## src/rtl/load_store_unit_if.sv

```systemverilog
// Request, response and data-memory signals of the load/store unit.
// The master side is the execute stage plus memory; the slave side is the unit.
interface load_store_unit_if #(
  parameter int ADDR_W = 16
);
  logic              req_valid;
  logic              req_ready;
  logic              req_we;
  logic [2:0]        req_funct3;
  logic [63:0]       req_addr;
  logic [63:0]       req_wdata;
  logic [4:0]        req_rd;
  logic              resp_valid;
  logic              resp_ready;
  logic [63:0]       resp_data;
  logic [4:0]        resp_rd;
  logic              resp_fault;
  logic [7:0]        mem_w_mask;
  logic [ADDR_W-1:0] mem_address;
  logic [63:0]       mem_write_data;
  logic [63:0]       mem_read_data;

  modport master (
    output req_valid, req_we, req_funct3, req_addr, req_wdata, req_rd,
    output resp_ready, mem_read_data,
    input  req_ready, resp_valid, resp_data, resp_rd, resp_fault,
    input  mem_w_mask, mem_address, mem_write_data
  );

  modport slave (
    input  req_valid, req_we, req_funct3, req_addr, req_wdata, req_rd,
    input  resp_ready, mem_read_data,
    output req_ready, resp_valid, resp_data, resp_rd, resp_fault,
    output mem_w_mask, mem_address, mem_write_data
  );
endinterface

```

## src/rtl/load_store_unit.sv

```systemverilog
// RV64I load/store unit: one request at a time, single-cycle memory access,
// sign/zero-extended load data and a fault flag returned as a registered response.
module load_store_unit #(
  parameter int ADDR_W = 16
) (
  input  logic              clk,
  input  logic              rst_n,
  load_store_unit_if.slave  bus
);

  typedef enum logic [1:0] {IDLE, ACCESS, RESP} state_t;

  state_t      state, state_next;
  logic        we_q;
  logic [2:0]  funct3_q;
  logic [63:0] addr_q;
  logic [63:0] wdata_q;
  logic [4:0]  rd_q;
  logic [63:0] resp_data_q;
  logic [4:0]  resp_rd_q;
  logic        resp_fault_q;

  logic        out_of_range;
  logic        bad_funct3;
  logic        misaligned;
  logic        fault;
  logic [7:0]  store_mask;
  logic [63:0] load_data;

  // All checks work on the latched request, so they are stable for the whole ACCESS cycle.
  always_comb begin
    out_of_range = |addr_q[63:ADDR_W];
    bad_funct3   = we_q ? funct3_q[2] : (funct3_q == 3'b111);
    misaligned   = 1'b0;
    store_mask   = 8'h00;
    load_data    = 64'd0;
    case (funct3_q[1:0])
      2'b00:   store_mask = 8'h01;
      2'b01:   begin store_mask = 8'h03; misaligned = addr_q[0]; end
      2'b10:   begin store_mask = 8'h0F; misaligned = |addr_q[1:0]; end
      default: begin store_mask = 8'hFF; misaligned = |addr_q[2:0]; end
    endcase
    case (funct3_q)
      3'b000:  load_data = {{56{bus.mem_read_data[7]}},  bus.mem_read_data[7:0]};
      3'b001:  load_data = {{48{bus.mem_read_data[15]}}, bus.mem_read_data[15:0]};
      3'b010:  load_data = {{32{bus.mem_read_data[31]}}, bus.mem_read_data[31:0]};
      3'b011:  load_data = bus.mem_read_data;
      3'b100:  load_data = {56'd0, bus.mem_read_data[7:0]};
      3'b101:  load_data = {48'd0, bus.mem_read_data[15:0]};
      3'b110:  load_data = {32'd0, bus.mem_read_data[31:0]};
      default: load_data = 64'd0;
    endcase
    fault = out_of_range | bad_funct3 | misaligned;
  end

  always_ff @(posedge clk or negedge rst_n) begin
    if (!rst_n) begin
      state <= IDLE;
    end else begin
      state <= state_next;
    end
  end

  always_comb begin
    state_next = state;
    case (state)
      IDLE:    if (bus.req_valid) state_next = ACCESS;
      ACCESS:  state_next = RESP;
      RESP:    if (bus.resp_ready) state_next = IDLE;
      default: state_next = IDLE;
    endcase
  end

  always_ff @(posedge clk or negedge rst_n) begin
    if (!rst_n) begin
      we_q         <= 1'b0;
      funct3_q     <= 3'd0;
      addr_q       <= 64'd0;
      wdata_q      <= 64'd0;
      rd_q         <= 5'd0;
      resp_data_q  <= 64'd0;
      resp_rd_q    <= 5'd0;
      resp_fault_q <= 1'b0;
    end else begin
      if (state == IDLE && bus.req_valid) begin
        we_q     <= bus.req_we;
        funct3_q <= bus.req_funct3;
        addr_q   <= bus.req_addr;
        wdata_q  <= bus.req_wdata;
        rd_q     <= bus.req_rd;
      end
      if (state == ACCESS) begin
        resp_rd_q    <= rd_q;
        resp_fault_q <= fault;
        resp_data_q  <= (fault || we_q) ? 64'd0 : load_data;
      end
    end
  end

  // Mask is decoded from the state register, so an async reset in ACCESS kills the write at once.
  assign bus.mem_w_mask     = (state == ACCESS && we_q && !fault) ? store_mask : 8'h00;
  assign bus.mem_address    = addr_q[ADDR_W-1:0];
  assign bus.mem_write_data = wdata_q;
  assign bus.req_ready      = (state == IDLE) && rst_n;
  assign bus.resp_valid     = (state == RESP);
  assign bus.resp_data      = resp_data_q;
  assign bus.resp_rd        = resp_rd_q;
  assign bus.resp_fault     = resp_fault_q;

endmodule

```

## src/flat_wrapper.sv

```systemverilog
// flat-port wrapper written by rule: the top's interface ports become plain ports
module load_store_unit_flat 
#(
  parameter int ADDR_W = 16
)
  (clk, rst_n, bus_req_valid, bus_req_we, bus_req_funct3, bus_req_addr, bus_req_wdata, bus_req_rd, bus_resp_ready, bus_mem_read_data, bus_req_ready, bus_resp_valid, bus_resp_data, bus_resp_rd, bus_resp_fault, bus_mem_w_mask, bus_mem_address, bus_mem_write_data);
  load_store_unit_if #(.ADDR_W(ADDR_W)) bus_i ();
  input  logic clk;
  input  logic rst_n;
  input wire logic [$bits(bus_i.req_valid)-1:0] bus_req_valid;
  input wire logic [$bits(bus_i.req_we)-1:0] bus_req_we;
  input wire logic [$bits(bus_i.req_funct3)-1:0] bus_req_funct3;
  input wire logic [$bits(bus_i.req_addr)-1:0] bus_req_addr;
  input wire logic [$bits(bus_i.req_wdata)-1:0] bus_req_wdata;
  input wire logic [$bits(bus_i.req_rd)-1:0] bus_req_rd;
  input wire logic [$bits(bus_i.resp_ready)-1:0] bus_resp_ready;
  input wire logic [$bits(bus_i.mem_read_data)-1:0] bus_mem_read_data;
  output wire logic [$bits(bus_i.req_ready)-1:0] bus_req_ready;
  output wire logic [$bits(bus_i.resp_valid)-1:0] bus_resp_valid;
  output wire logic [$bits(bus_i.resp_data)-1:0] bus_resp_data;
  output wire logic [$bits(bus_i.resp_rd)-1:0] bus_resp_rd;
  output wire logic [$bits(bus_i.resp_fault)-1:0] bus_resp_fault;
  output wire logic [$bits(bus_i.mem_w_mask)-1:0] bus_mem_w_mask;
  output wire logic [$bits(bus_i.mem_address)-1:0] bus_mem_address;
  output wire logic [$bits(bus_i.mem_write_data)-1:0] bus_mem_write_data;
  assign bus_i.req_valid = bus_req_valid;
  assign bus_i.req_we = bus_req_we;
  assign bus_i.req_funct3 = bus_req_funct3;
  assign bus_i.req_addr = bus_req_addr;
  assign bus_i.req_wdata = bus_req_wdata;
  assign bus_i.req_rd = bus_req_rd;
  assign bus_i.resp_ready = bus_resp_ready;
  assign bus_i.mem_read_data = bus_mem_read_data;
  assign bus_req_ready = bus_i.req_ready;
  assign bus_resp_valid = bus_i.resp_valid;
  assign bus_resp_data = bus_i.resp_data;
  assign bus_resp_rd = bus_i.resp_rd;
  assign bus_resp_fault = bus_i.resp_fault;
  assign bus_mem_w_mask = bus_i.mem_w_mask;
  assign bus_mem_address = bus_i.mem_address;
  assign bus_mem_write_data = bus_i.mem_write_data;
  load_store_unit #(.ADDR_W(ADDR_W)) u_core (.clk(clk), .rst_n(rst_n), .bus(bus_i));
endmodule
```

## config.mk

```make
export PLATFORM = sky130hd
export DESIGN_NAME = load_store_unit_flat
export DESIGN_NICKNAME = d
export VERILOG_FILES = /design/src/rtl/load_store_unit_if.sv /design/src/rtl/load_store_unit.sv /design/src/flat_wrapper.sv
export SDC_FILE = /design/constraint.sdc
export NUM_CORES = 1
export LEC_CHECK = 0
export BUFFER_PORTS_ARGS = -buffer_cell sky130_fd_sc_hd__buf_2
export CORE_ASPECT_RATIO = 1.5
export CORE_MARGIN = 4
export CORE_UTILIZATION = 30
export DETAILED_ROUTE_END_ITERATION = 10
export HOLD_SLACK_MARGIN = 0.15
export SLEW_MARGIN = 20
export SYNTH_ARGS = -nofsm -noshare
export SYNTH_HDL_FRONTEND = slang
export SYNTH_SLANG_ARGS = --single-unit
export TNS_END_PERCENT = 10
```

## constraint.sdc

```tcl
create_clock -name clk -period 5.8 [get_ports clk]
set_clock_uncertainty 0.1 [all_clocks]
set_input_delay 0.58 -clock clk [delete_from_list [all_inputs] [get_ports clk]]
set_output_delay 0.58 -clock clk [all_outputs]
set_load 0.02 [all_outputs]
```

**After elaboration in Yosys (flattened, before gate mapping)**

Cells that the tools add are included.

- Bits in read-only memories: 0
- Bits in latches: 0
- Memories: 0
- Register bits: 209
- Output and inout bits: 160
- Word-level logic and storage cells: 46
- Memory bits (writable): 0

- Multiply operators: 0
- Bitwise operators: 2
- Shift operators: 0
- Add/sub/neg operators: 0
- Reduce and logical (&&, ||, !) cells: 13
- Equal/unequal tests: 13
- Muxes and demuxes: 9
- Div/mod/pow operators: 0
- $lt $le $gt $ge: 0

Operator list:

| cell | number |
|---|---|
| 64-bit case mux with 7 select lines | 1 |
| 64-bit two-way mux | 1 |
| 48-bit OR reduction | 1 |
| 8-bit case mux with 3 select lines | 1 |
| 3-bit == test (second input constant) | 4 |
| 8-bit two-way mux | 1 |
| 3-bit by 2-bit == test with 1-bit output (second input constant) | 2 |
| 2-bit case mux with 3 select lines | 1 |
| 2-bit by 1-bit == test with 1-bit output (second input constant) | 2 |
| 2-bit == test (second input constant) | 2 |
| 1-bit logical AND | 4 |
| 2-bit zero test | 2 |
| 2-bit two-way mux | 2 |
| 2-bit inequality test (second input constant) | 2 |
| 3-bit by 1-bit == test with 1-bit output (second input constant) | 1 |
| 3-bit zero test | 1 |
| 1-bit case mux with 3 select lines | 1 |
| 3-bit OR reduction | 1 |
| 1-bit OR | 2 |
| 2-bit AND reduction | 1 |
| 2-bit OR reduction | 1 |
| 1-bit zero test | 1 |
| 1-bit logical OR | 1 |
| 1-bit two-way mux | 1 |

**Depth between registers and ports, before layout**

Gate-level depths: netlist (run 1).

- Depth after elaboration: 7
- Depth in mapped cells: 7

**Worst setup path before layout (run 1)**

OpenSTA, ideal clock, no wires.

- Path type: register to output
- From: reg u_core.addr_q[26]
- To: out bus_mem_w_mask[5]
- Arrival: 2.223 ns
- Path slack: 2.897 ns
- Stages on the path, launching flop included: 7
- Path buffers: 2
- Path through: dfrtp_1 nor4_1 and4_1 nand4_1 clkbuf_1 nor3_1 buf_4

- Cells in the longest elaborated chain, start to end: 6

RTL lines:

| item | line | RTL |
|---|---|---|
| from (decl) | load_store_unit.sv:16 | `logic [63:0] addr_q;` |
| from (signal assigned) | load_store_unit.sv:88 | `addr_q <= bus.req_addr;` |
| 48-bit OR reduction | load_store_unit.sv:32 | `out_of_range = \|addr_q[63:ADDR_W];` |
| 1-bit OR (2 in series) | load_store_unit.sv:53 | `fault = out_of_range \| bad_funct3 \| misaligned;` |
| 1-bit zero test | load_store_unit.sv:101 | `assign bus.mem_w_mask = (state == ACCESS && we_q && !fault) ? store_mask : 8'h00;` |
| 1-bit logical AND | load_store_unit.sv:101 |  |
| 8-bit two-way mux | load_store_unit.sv:101 |  |
| to (decl) | flat_wrapper.sv:23 | `output wire logic [$bits(bus_i.mem_w_mask)-1:0] bus_mem_w_mask;` |

Every way passes these cells.

**Final worst setup path (run 1)**

- From: reg u_core.addr_q[25]
- To: out bus_mem_w_mask[6]

The elaborated chain is that of the path after synthesis.

==> results.sh, run 1 <==
export IMPL_drtIter0Drc=231
export IMPL_drc=0
export IMPL_finalCriticalPeriod_ns=3.46
export IMPL_die_w_um=154
export IMPL_outcome="finished, final reports clean"
export IMPL_min_path_cells=2
export IMPL_finalSetupViolCount=0
export IMPL_drt_total_wl_um=26200
export IMPL_min_from="bus_req_rd[3]"
export IMPL_synthArstFlopShare=1.00
export IMPL_crit_fanout=8
export IMPL_syn_area_per_cell_sq_um=12.6
export IMPL_htreeDepth=1
export IMPL_cts_tree="done"
export IMPL_grt_max_degree=82
export IMPL_synth_ff_type="dfrtp_1"
export IMPL_vias=7004
export IMPL_post_cts_buffers=0
export IMPL_path_clk_slew_ns=0.06
export IMPL_synth_area_leader_cell="dfrtp_1"
export IMPL_port_buffers=364
export IMPL_syn_num_nets=960
export IMPL_die_h_um=226
export IMPL_io_pins=365
export IMPL_crit_type="register to output port"
export IMPL_max_freq_mhz=289
export IMPL_cp_start_kind="register"
export IMPL_cp_required_ns=5.12
export IMPL_hold_ws_ns=0.186
export IMPL_leakage_uw=0.00570
export IMPL_drive_above_1_share=0.539
export IMPL_routed_via_density=4.64
export IMPL_grt_total_usage=0.146
export IMPL_worst_pin_slew_ns=1.07
export IMPL_cp_end_kind="output port"
export IMPL_grt_pass1_vias=7458
export IMPL_synthToLayoutAreaGrowth_pct=28.9
export IMPL_yosys_top_cells_area="dfrtp_1 55%, mux2_2 16%, o31ai_4 8.7%"
export IMPL_gp_congestion=0.765
export IMPL_initial_utilization=0.305
export IMPL_vdd_drop_max_mv=0.364
export IMPL_rrSetupSlack_ns=2.77
export IMPL_setup_ws_ns=2.34
export IMPL_overflow=0
export IMPL_clk_path_buf_depth=3
export IMPL_cts_sinks=209
export IMPL_die_area_sq_um=34700
export IMPL_antenna_left=0
export IMPL_yosys_area_top_type_share=0.549
export IMPL_pwr_density_cell_nw_per_um2=482
export IMPL_slew_limit_headroom=0.284
export IMPL_nNetsFinal=1290
export IMPL_post_route_period_util=0.597
export IMPL_worstReg2RegStart="u_core.funct3_q[1]"
export IMPL_p_total_uw=5920
export IMPL_hold_viol=0
export IMPL_ys_seq_area_frac=0.549
export IMPL_coreArea_sq_um=31200
export IMPL_antenna_found_initial=6
export IMPL_rsz0062_at_grt="no"
export IMPL_worstHoldEndpoint="u_core.rd_q[3]"
export IMPL_synth_most_common_cell="dfrtp_1"
export IMPL_clk_insertion_delay_late_ns=0.51
export IMPL_place_ws_ns=2.76
export IMPL_drv_cap=0
export IMPL_hold_class="primary input to register"
export IMPL_grt_pass1_wl_um=41200
export IMPL_place_hpwl_um=19100
export IMPL_synth_area_sq_um=9530
export IMPL_synth_distinct_cells=39
export IMPL_post_drt_wl_per_cell_um=17.3
export IMPL_placementRows=79
export IMPL_setup_tns_ns=0
export IMPL_cp_arrival_ns=2.78
export IMPL_regToRegEndpoint="u_core.bus.resp_data[35]"
export IMPL_synth_common_cells="209 x dfrtp_1, 132 x mux2_2, 116 x nand2_1"
export IMPL_reg2reg_depth=6
export IMPL_yosys_register_bits=209
export IMPL_slew_violations=0
export IMPL_firstDrtPassIters=4
export IMPL_yosys_warnings=0
export IMPL_netlist_instances=755
export IMPL_cts_buffers=22
export IMPL_synth_edf_count=0
export IMPL_post_cts_resized=0
export IMPL_cts_root_buf="clkbuf_16"
cells in the final DEF (no fill, tap or decap), drive strengths merged:
master and count:
and4 2, nor4b 1, o221ai 1, a211oi 1, o31ai 48, nor3b 2
xnor2 1, dfrtp 209, o22ai 1, nand4 2, nor2 42, clkbuf 34
a21boi 7, nand3 10, nor3 4, dlygate4sd3 4, and3 1, nor2b 1
mux2 136, o22a 1, clkinv 6, o211a 1, o41ai 8, inv 3
nand2b 6, or2 1, diode 2, nor4 12, buf 377, bufinv 1
o21ai 10, o21a 1, a311oi 1, a21oi 49, nand2 117
critical path, stage by stage, from the launching register on:
cell	delay [ns]
dfrtp_1	0.38
nor4_1	0.42
and4_1	0.31
nand4_1	0.29
nor3_1	0.59
buf_2	0.27
per-layer routing:
| layer | track usage | vias up | share of wire |
|---|---|---|---|
| li1 | - | 3299 | - |
| met1 | 0.173 | 3387 | 0.38 |
| met2 | 0.256 | 259 | 0.52 |
| met3 | 0.0420 | 51 | 0.081 |
| met4 | 0.0448 | 8 | 0.025 |
| met5 | 0 | - | 0.0018 |
how the worst max path moves through the flow:
stage,startpoint,endpoint,slack (ns),depth (start not counted)
finish,u_core.addr_q[25],bus_mem_w_mask[6],2.34,5
CTS,u_core.addr_q[25],bus_mem_w_mask[6],2.22,5
global route,u_core.addr_q[25],bus_mem_w_mask[7],2.08,5
global placement,u_core.addr_q[25],bus_mem_w_mask[5],2.82,5
floorplan,u_core.addr_q[26],bus_mem_w_mask[5],2.90,6
detailed placement,u_core.funct3_q[1],u_core.bus.resp_data[35],2.76,6
kinds of logic (layout without fill, tap and decap cells):
group | count (synthesis) | after routing | synth area share
flip-flops | 209 | 209 | 0.549
AND/OR/NAND/NOR | 201 | 201 | 0.0908
multiplexers | 136 | 136 | 0.161
AO/OA/AOI/OAI | 129 | 129 | 0.146
buffers and inverters | 79 | 425 | 0.0525
XOR/XNOR | 1 | 1 | 0.000919
other | 0 | 2 | 0
flip-flops by register name (all words and copies together) (netlist names):
register,flops
u_core.bus.resp_rd,5
u_core.addr_q,64
u_core.bus.resp_fault,1
u_core.we_q,1
u_core.bus.resp_data,64
u_core.rd_q,5
u_core.bus.mem_write_data,64
u_core.funct3_q,3
u_core.state,2
layout make-up:
| type | count | area (sq um) |
|---|---|---|
| diodes | 2 | 5.00 |
| clock buffers | 33 | 673 |
| repair buffers | 382 | 1980 |
| well taps | 405 | 507 |
| multi-input cells | 467 | 3820 |
| inverters | 3 | 11.3 |
| clock inverters | 7 | 60.1 |
| flip-flops and latches | 209 | 5230 |
| fillers | 3074 | 18900 |
where the power goes:
part,total [uW],switching [uW],internal (uW)
Sequential,2260,285,1970
Combinational,2230,1330,904
Clock,1430,584,845
Total,5920,2200,3720
what timing repair did:
item	in CTS	in global routing
setup endpoints to repair	0	0
hold buffers	4	0
hold endpoints to repair	76	0
through the flow:
stage / area, sq um / utilization / instances
floorplan: 9530 / - / 755
global placement: 11500 / 0.368 / 1462
detailed placement: 11500 / 0.368 / 1462
CTS: 12300 / 0.393 / 1506
global route: 12300 / 0.393 / 1508
finish: 12300 / 0.393 / 1508
Power figures use the tool's default switching activity.
==> run 2, diff against run 1 <==
==> constraint.sdc (replaced) <==
create_clock -name clk -period 2.8 [get_ports clk]
set_clock_uncertainty 0.1 [all_clocks]
set_input_delay 0.28 -clock clk [delete_from_list [all_inputs] [get_ports clk]]
set_output_delay 0.28 -clock clk [all_outputs]
set_load 0.02 [all_outputs]
==> run 2 against run 1 <==
Critical path depth stayed put. Critical endpoint is now bus_mem_w_mask[4]. Critical path type unchanged. Setup slack got worse by 2.3 ns. Register-to-register slack lost 2.1 ns. First-iteration DRC count fell by 18%. Core utilization up 6.8 points. Count of clock-buffer cells in the layout down 2. Clock power increased by 100%. Largest power group is now combinational logic. Sequential cell count is the same. Cell area rose by 17%. Worst hold slack got worse by 0.018 ns. Sequential share of layout area decreased by 6.3 points. Total power grew 110%.
==> results.sh, run 2 (synthesized netlist as in run 1, its figures left out) <==
export IMPL_crit_chain="nor4_1 > and4_4 > nand3_1 > nor3_4 > buf_4"
export IMPL_antenna_found_initial=4
export IMPL_synthToLayoutAreaGrowth_pct=51.2
export IMPL_grt_pass1_vias=8682
export IMPL_hold_viol=0
export IMPL_cts_tree="done"
export IMPL_slowest_stage="dfrtp_1"
export IMPL_outcome="finished, final reports clean"
export IMPL_cp_buffers_inverters=1
export IMPL_hold_ws_ns=0.168
export IMPL_critPathMaxStageDelay_ns=0.38
export IMPL_layout_commonest_cell="buf_2"
export IMPL_hold_class="primary input to asynchronous set/reset pin"
export IMPL_io_pins=365
export IMPL_drv_cap=0
export IMPL_leakage_uw=0.00657
export IMPL_dp_cells=1469
export IMPL_antenna_left=0
export IMPL_cp_arrival_ns=2.34
export IMPL_routed_via_density=4.57
export IMPL_max_freq_mhz=368
export IMPL_cts_sinks=209
export IMPL_clk_insertion_delay_late_ns=0.51
export IMPL_crit_fanout=11
export IMPL_grt_total_usage=0.160
export IMPL_cp_required_ns=2.42
export IMPL_grt_max_degree=110
export IMPL_drc=0
export IMPL_die_h_um=226
export IMPL_place_hpwl_um=18800
export IMPL_post_route_util=0.461
export IMPL_post_cts_buffers=0
export IMPL_critical_path_top_delay_family="simple AND/OR/NAND/NOR gates"
export IMPL_vias=7814
export IMPL_grt_pass1_wl_um=45700
export IMPL_drtIter0Drc=189
export IMPL_initial_utilization=0.305
export IMPL_cts_buffers=22
export IMPL_p_total_uw=12600
export IMPL_crit_type="register to output port"
export IMPL_gp_congestion=0.742
export IMPL_instances_no_fill=1711
export IMPL_cp_start_kind="register"
export IMPL_cts_root_buf="clkbuf_16"
export IMPL_slew_limit_headroom=0.449
export IMPL_coreArea_sq_um=31200
export IMPL_finalSetupViolCount=0
export IMPL_drive_above_1_share=0.467
export IMPL_setup_ws_ns=0.0836
export IMPL_rsz0062_at_grt="yes"
export IMPL_post_drt_wl_per_cell_um=16.7
export IMPL_firstDrtPassIters=4
export IMPL_clk_path_buf_depth=3
export IMPL_pwr_density_cell_nw_per_um2=871
export IMPL_worst_pin_slew_ns=0.826
export IMPL_finalCriticalPeriod_ns=2.72
export IMPL_place_ws_ns=0.212
export IMPL_die_w_um=154
export IMPL_drt_total_wl_um=28600
export IMPL_cp_end_kind="output port"
export IMPL_vdd_drop_max_mv=0.727
export IMPL_final_cell_mix="356 x buf_2, 207 x dfrtp_1, 200 x dlygate4sd3_1"
export IMPL_path_clk_slew_ns=0.06
export IMPL_placementRows=79
export IMPL_port_buffers=364
export IMPL_slew_violations=0
export IMPL_die_area_sq_um=34700
export IMPL_nNetsFinal=1493
export IMPL_overflow=0
export IMPL_htreeDepth=1
export IMPL_post_route_period_util=0.970
[run 2: worst paths after layout]
check                                            from                             to  slack, ns  cells past startpoint
worst max-delay path                u_core.addr_q[33]              bus_mem_w_mask[4]       0.08                      5
worst min-delay path                            rst_n                 u_core.rd_q[0]       0.17                      2
worst max register to register      u_core.addr_q[33]       u_core.bus.resp_data[34]       0.63                      5
worst min register to register         u_core.rd_q[0]          u_core.bus.resp_rd[0]       0.36                      2
max in group asynchronous                       rst_n  u_core.bus.mem_write_data[50]       1.46                      3
min in group clk                bus_mem_read_data[44]       u_core.bus.resp_data[44]       0.18                      5
[run 2: cell type report]
type | instances | area [sq um]
diodes | 4 | 10.0
repair buffers | 585 | 4070
inverters | 3 | 11.3
flip-flops and latches | 209 | 5230
clock buffers | 31 | 646
multi-input cells | 467 | 3870
well taps | 405 | 507
clock inverters | 7 | 65.1
fillers | 2810 | 16800
[run 2: power by group]
part,internal (uW),switching [uW],leakage (uW)
logic,2070,2810,0.00364
registers,4090,677,0.00259
clock network,1700,1210,0.000347
[run 2: layer usage]
layer | vias to the layer above | track usage | wire (um)
met5 | - | 0 | 0
met4 | 0 | 0.0735 | 1270
met3 | 85 | 0.0317 | 1670
met2 | 283 | 0.276 | 14300
met1 | 3752 | 0.193 | 11300
li1 | 3694 | - | -
[run 2: what timing repair did]
item,4_1_cts,5_1_grt
hold buffers,200,0
resized for setup,13,7
setup endpoints to repair,8,8
pin swaps,1,0
endpoints found under the hold margin,369,0
gates cloned,0,0
[run 2: through the flow]
| stage | cell area (sq um) | setup TNS (ns) |
|---|---|---|
| after floorplan | 9530 | 0 |
| after global placement | 11600 | 0 |
| after detailed placement | 11600 | 0 |
| after CTS | 14400 | -0.0408 |
| after global routing | 14400 | -0.321 |
| final | 14400 | 0 |
==> run 3, diff against run 2 <==
--- a/config.mk
+++ b/config.mk
@@ -11,6 +11,7 @@
 export CORE_UTILIZATION = 30
 export DETAILED_ROUTE_END_ITERATION = 10
 export HOLD_SLACK_MARGIN = 0.15
+export PLACE_DENSITY = 0.64
 export SLEW_MARGIN = 20
 export SYNTH_ARGS = -nofsm -noshare
 export SYNTH_HDL_FRONTEND = slang
==> run 3 against run 2 <==
Clock power up 3%. Sequential share of layout area up 0.12 points. Die area unchanged. Setup slack worse by 0.010 ns. Sequential power about the same. Combinational power up 0.8%.
==> results.sh, run 3 (synthesized netlist as in run 1, its figures left out) <==
export IMPL_fillers=2758
export IMPL_antenna_found_initial=1
export IMPL_grt_total_usage=0.162
export IMPL_worst_pin_slew_ns=0.803
export IMPL_crit_chain="nor4_1 > o211a_1 > nand4_1 > buf_4 > nor3_2 > buf_2"
export IMPL_setup_tns_ns=0
export IMPL_cp_start_kind="register"
export IMPL_vdd_drop_max_mv=0.684
export IMPL_cts_root_buf="clkbuf_16"
export IMPL_coreArea_sq_um=31200
export IMPL_cts_buffers=22
export IMPL_grt_pass1_vias=8560
export IMPL_post_route_util=0.460
export IMPL_pwr_density_cell_nw_per_um2=884
export IMPL_post_drt_wl_per_cell_um=17.1
export IMPL_path_clk_slew_ns=0.07
export IMPL_rrSetupSlack_ns=0.56
export IMPL_leakage_uw=0.00656
export IMPL_cts_tree="done"
export IMPL_rsz0062_at_grt="no"
export IMPL_gp_congestion=0.764
export IMPL_max_freq_mhz=367
export IMPL_overflow=0
export IMPL_die_area_sq_um=34700
export IMPL_place_hpwl_um=19000
export IMPL_clk_insertion_delay_late_ns=0.51
export IMPL_drive_above_1_share=0.465
export IMPL_firstDrtPassIters=4
export IMPL_vias=7880
export IMPL_initial_utilization=0.305
export IMPL_critical_path_top_delay_family="simple AND/OR/NAND/NOR gates"
export IMPL_outcome="finished, final reports clean"
export IMPL_io_pins=365
export IMPL_crit_fanout=7
export IMPL_reg2reg_depth=6
export IMPL_slew_violations=0
export IMPL_cts_sinks=209
export IMPL_slowest_stage="nor4_1"
export IMPL_die_h_um=226
export IMPL_critPathMaxStageDelay_ns=0.49
export IMPL_hold_ws_ns=0.178
export IMPL_drtIter0Drc=351
export IMPL_synthToLayoutAreaGrowth_pct=50.6
export IMPL_post_route_period_util=0.974
export IMPL_cp_buffers_inverters=2
export IMPL_drc=0
export IMPL_die_w_um=154
export IMPL_port_buffers=364
export IMPL_grt_pass1_wl_um=46100
export IMPL_antenna_left=0
export IMPL_drt_total_wl_um=29100
export IMPL_final_cell_mix="363 x buf_2, 208 x dfrtp_1, 196 x dlygate4sd3_1"
export IMPL_regToRegEndpoint="u_core.bus.resp_data[40]"
export IMPL_nNetsFinal=1488
export IMPL_worstReg2RegStart="u_core.addr_q[37]"
export IMPL_clk_path_buf_depth=3
export IMPL_cp_arrival_ns=2.35
export IMPL_slew_limit_headroom=0.465
export IMPL_routed_via_density=4.62
export IMPL_cp_end_kind="output port"
export IMPL_grt_max_degree=117
export IMPL_hold_class="primary input to asynchronous set/reset pin"
export IMPL_drv_cap=0
export IMPL_htreeDepth=1
export IMPL_layout_commonest_cell="buf_2"
export IMPL_finalSetupViolCount=0
export IMPL_crit_type="register to output port"
export IMPL_post_cts_buffers=0
export IMPL_finalCriticalPeriod_ns=2.73
export IMPL_placementRows=79
export IMPL_hold_viol=0
export IMPL_cp_required_ns=2.42
-- run 3: worst max path at each step --
stage                     cells after the start         startpoint  slack (ns)                end
final                                         6  u_core.addr_q[37]        0.07  bus_mem_w_mask[5]
after global routing                          6  u_core.addr_q[37]       0.007  bus_mem_w_mask[7]
after CTS                                     6  u_core.addr_q[17]        0.05  bus_mem_w_mask[5]
after detailed placement                      6  u_core.addr_q[17]        0.40  bus_mem_w_mask[5]
after global placement                        6  u_core.addr_q[17]        0.39  bus_mem_w_mask[4]
after floorplan                               6  u_core.addr_q[26]        0.20  bus_mem_w_mask[5]
-- run 3: routing by layer --
metal	part of all wire	vias up	global-route usage
met5	0	-	0
met4	0.040	0	0.0690
met3	0.062	67	0.0328
met2	0.51	300	0.290
met1	0.38	3831	0.189
li1	-	3682	-
-- run 3: layout make-up --
cell class | count | area [sq um] | area share
sequential | 209 | 5230 | 0.364
timing repair buffer | 580 | 4020 | 0.280
multi-input combinational | 467 | 3850 | 0.268
clock buffer | 31 | 646 | 0.0450
tap | 405 | 507 | 0.0353
clock inverter | 7 | 87.6 | 0.00610
inverter | 3 | 11.3 | 0.000784
antenna | 2 | 5.00 | 0.000349
-- run 3: report_power, final --
group | leakage (uW) | internal, uW | total, uW | switching (uW)
Clock | 0.000361 | 1790 | 2990 | 1200
Combinational | 0.00361 | 2080 | 4930 | 2850
Sequential | 0.00259 | 4090 | 4770 | 685
Total | 0.00656 | 7960 | 12700 | 4740
-- run 3: timing repair --
action / 4_1_cts / 5_1_grt
hold endpoints to repair: 314 / 0
hold buffers: 196 / 0
resized for setup: 6 / 1
gates cloned: 0 / 0
endpoints found under the setup margin: 6 / 7
-- run 3: through the flow --
step | cells | setup WS (ns) | total power (uW) | cell area (sq um)
final | 1704 | 0.0735 | 12700 | 14400
after global routing | 1703 | 0.00712 | 13500 | 14400
after CTS | 1702 | 0.0495 | 12800 | 14400
after detailed placement | 1468 | 0.397 | 9510 | 11600
after global placement | 1468 | 0.393 | 9370 | 11600
after floorplan | 755 | 0.197 | 8080 | 9530
-- run 3: worst register-to-register path, cell delays in order (launching register included) --
cell and delay [ns]:
dfrtp_1 0.37, nor4_1 0.49, o211a_1 0.25, nand4_1 0.10, buf_4 0.19, buf_4 0.29
o31ai_1 0.35
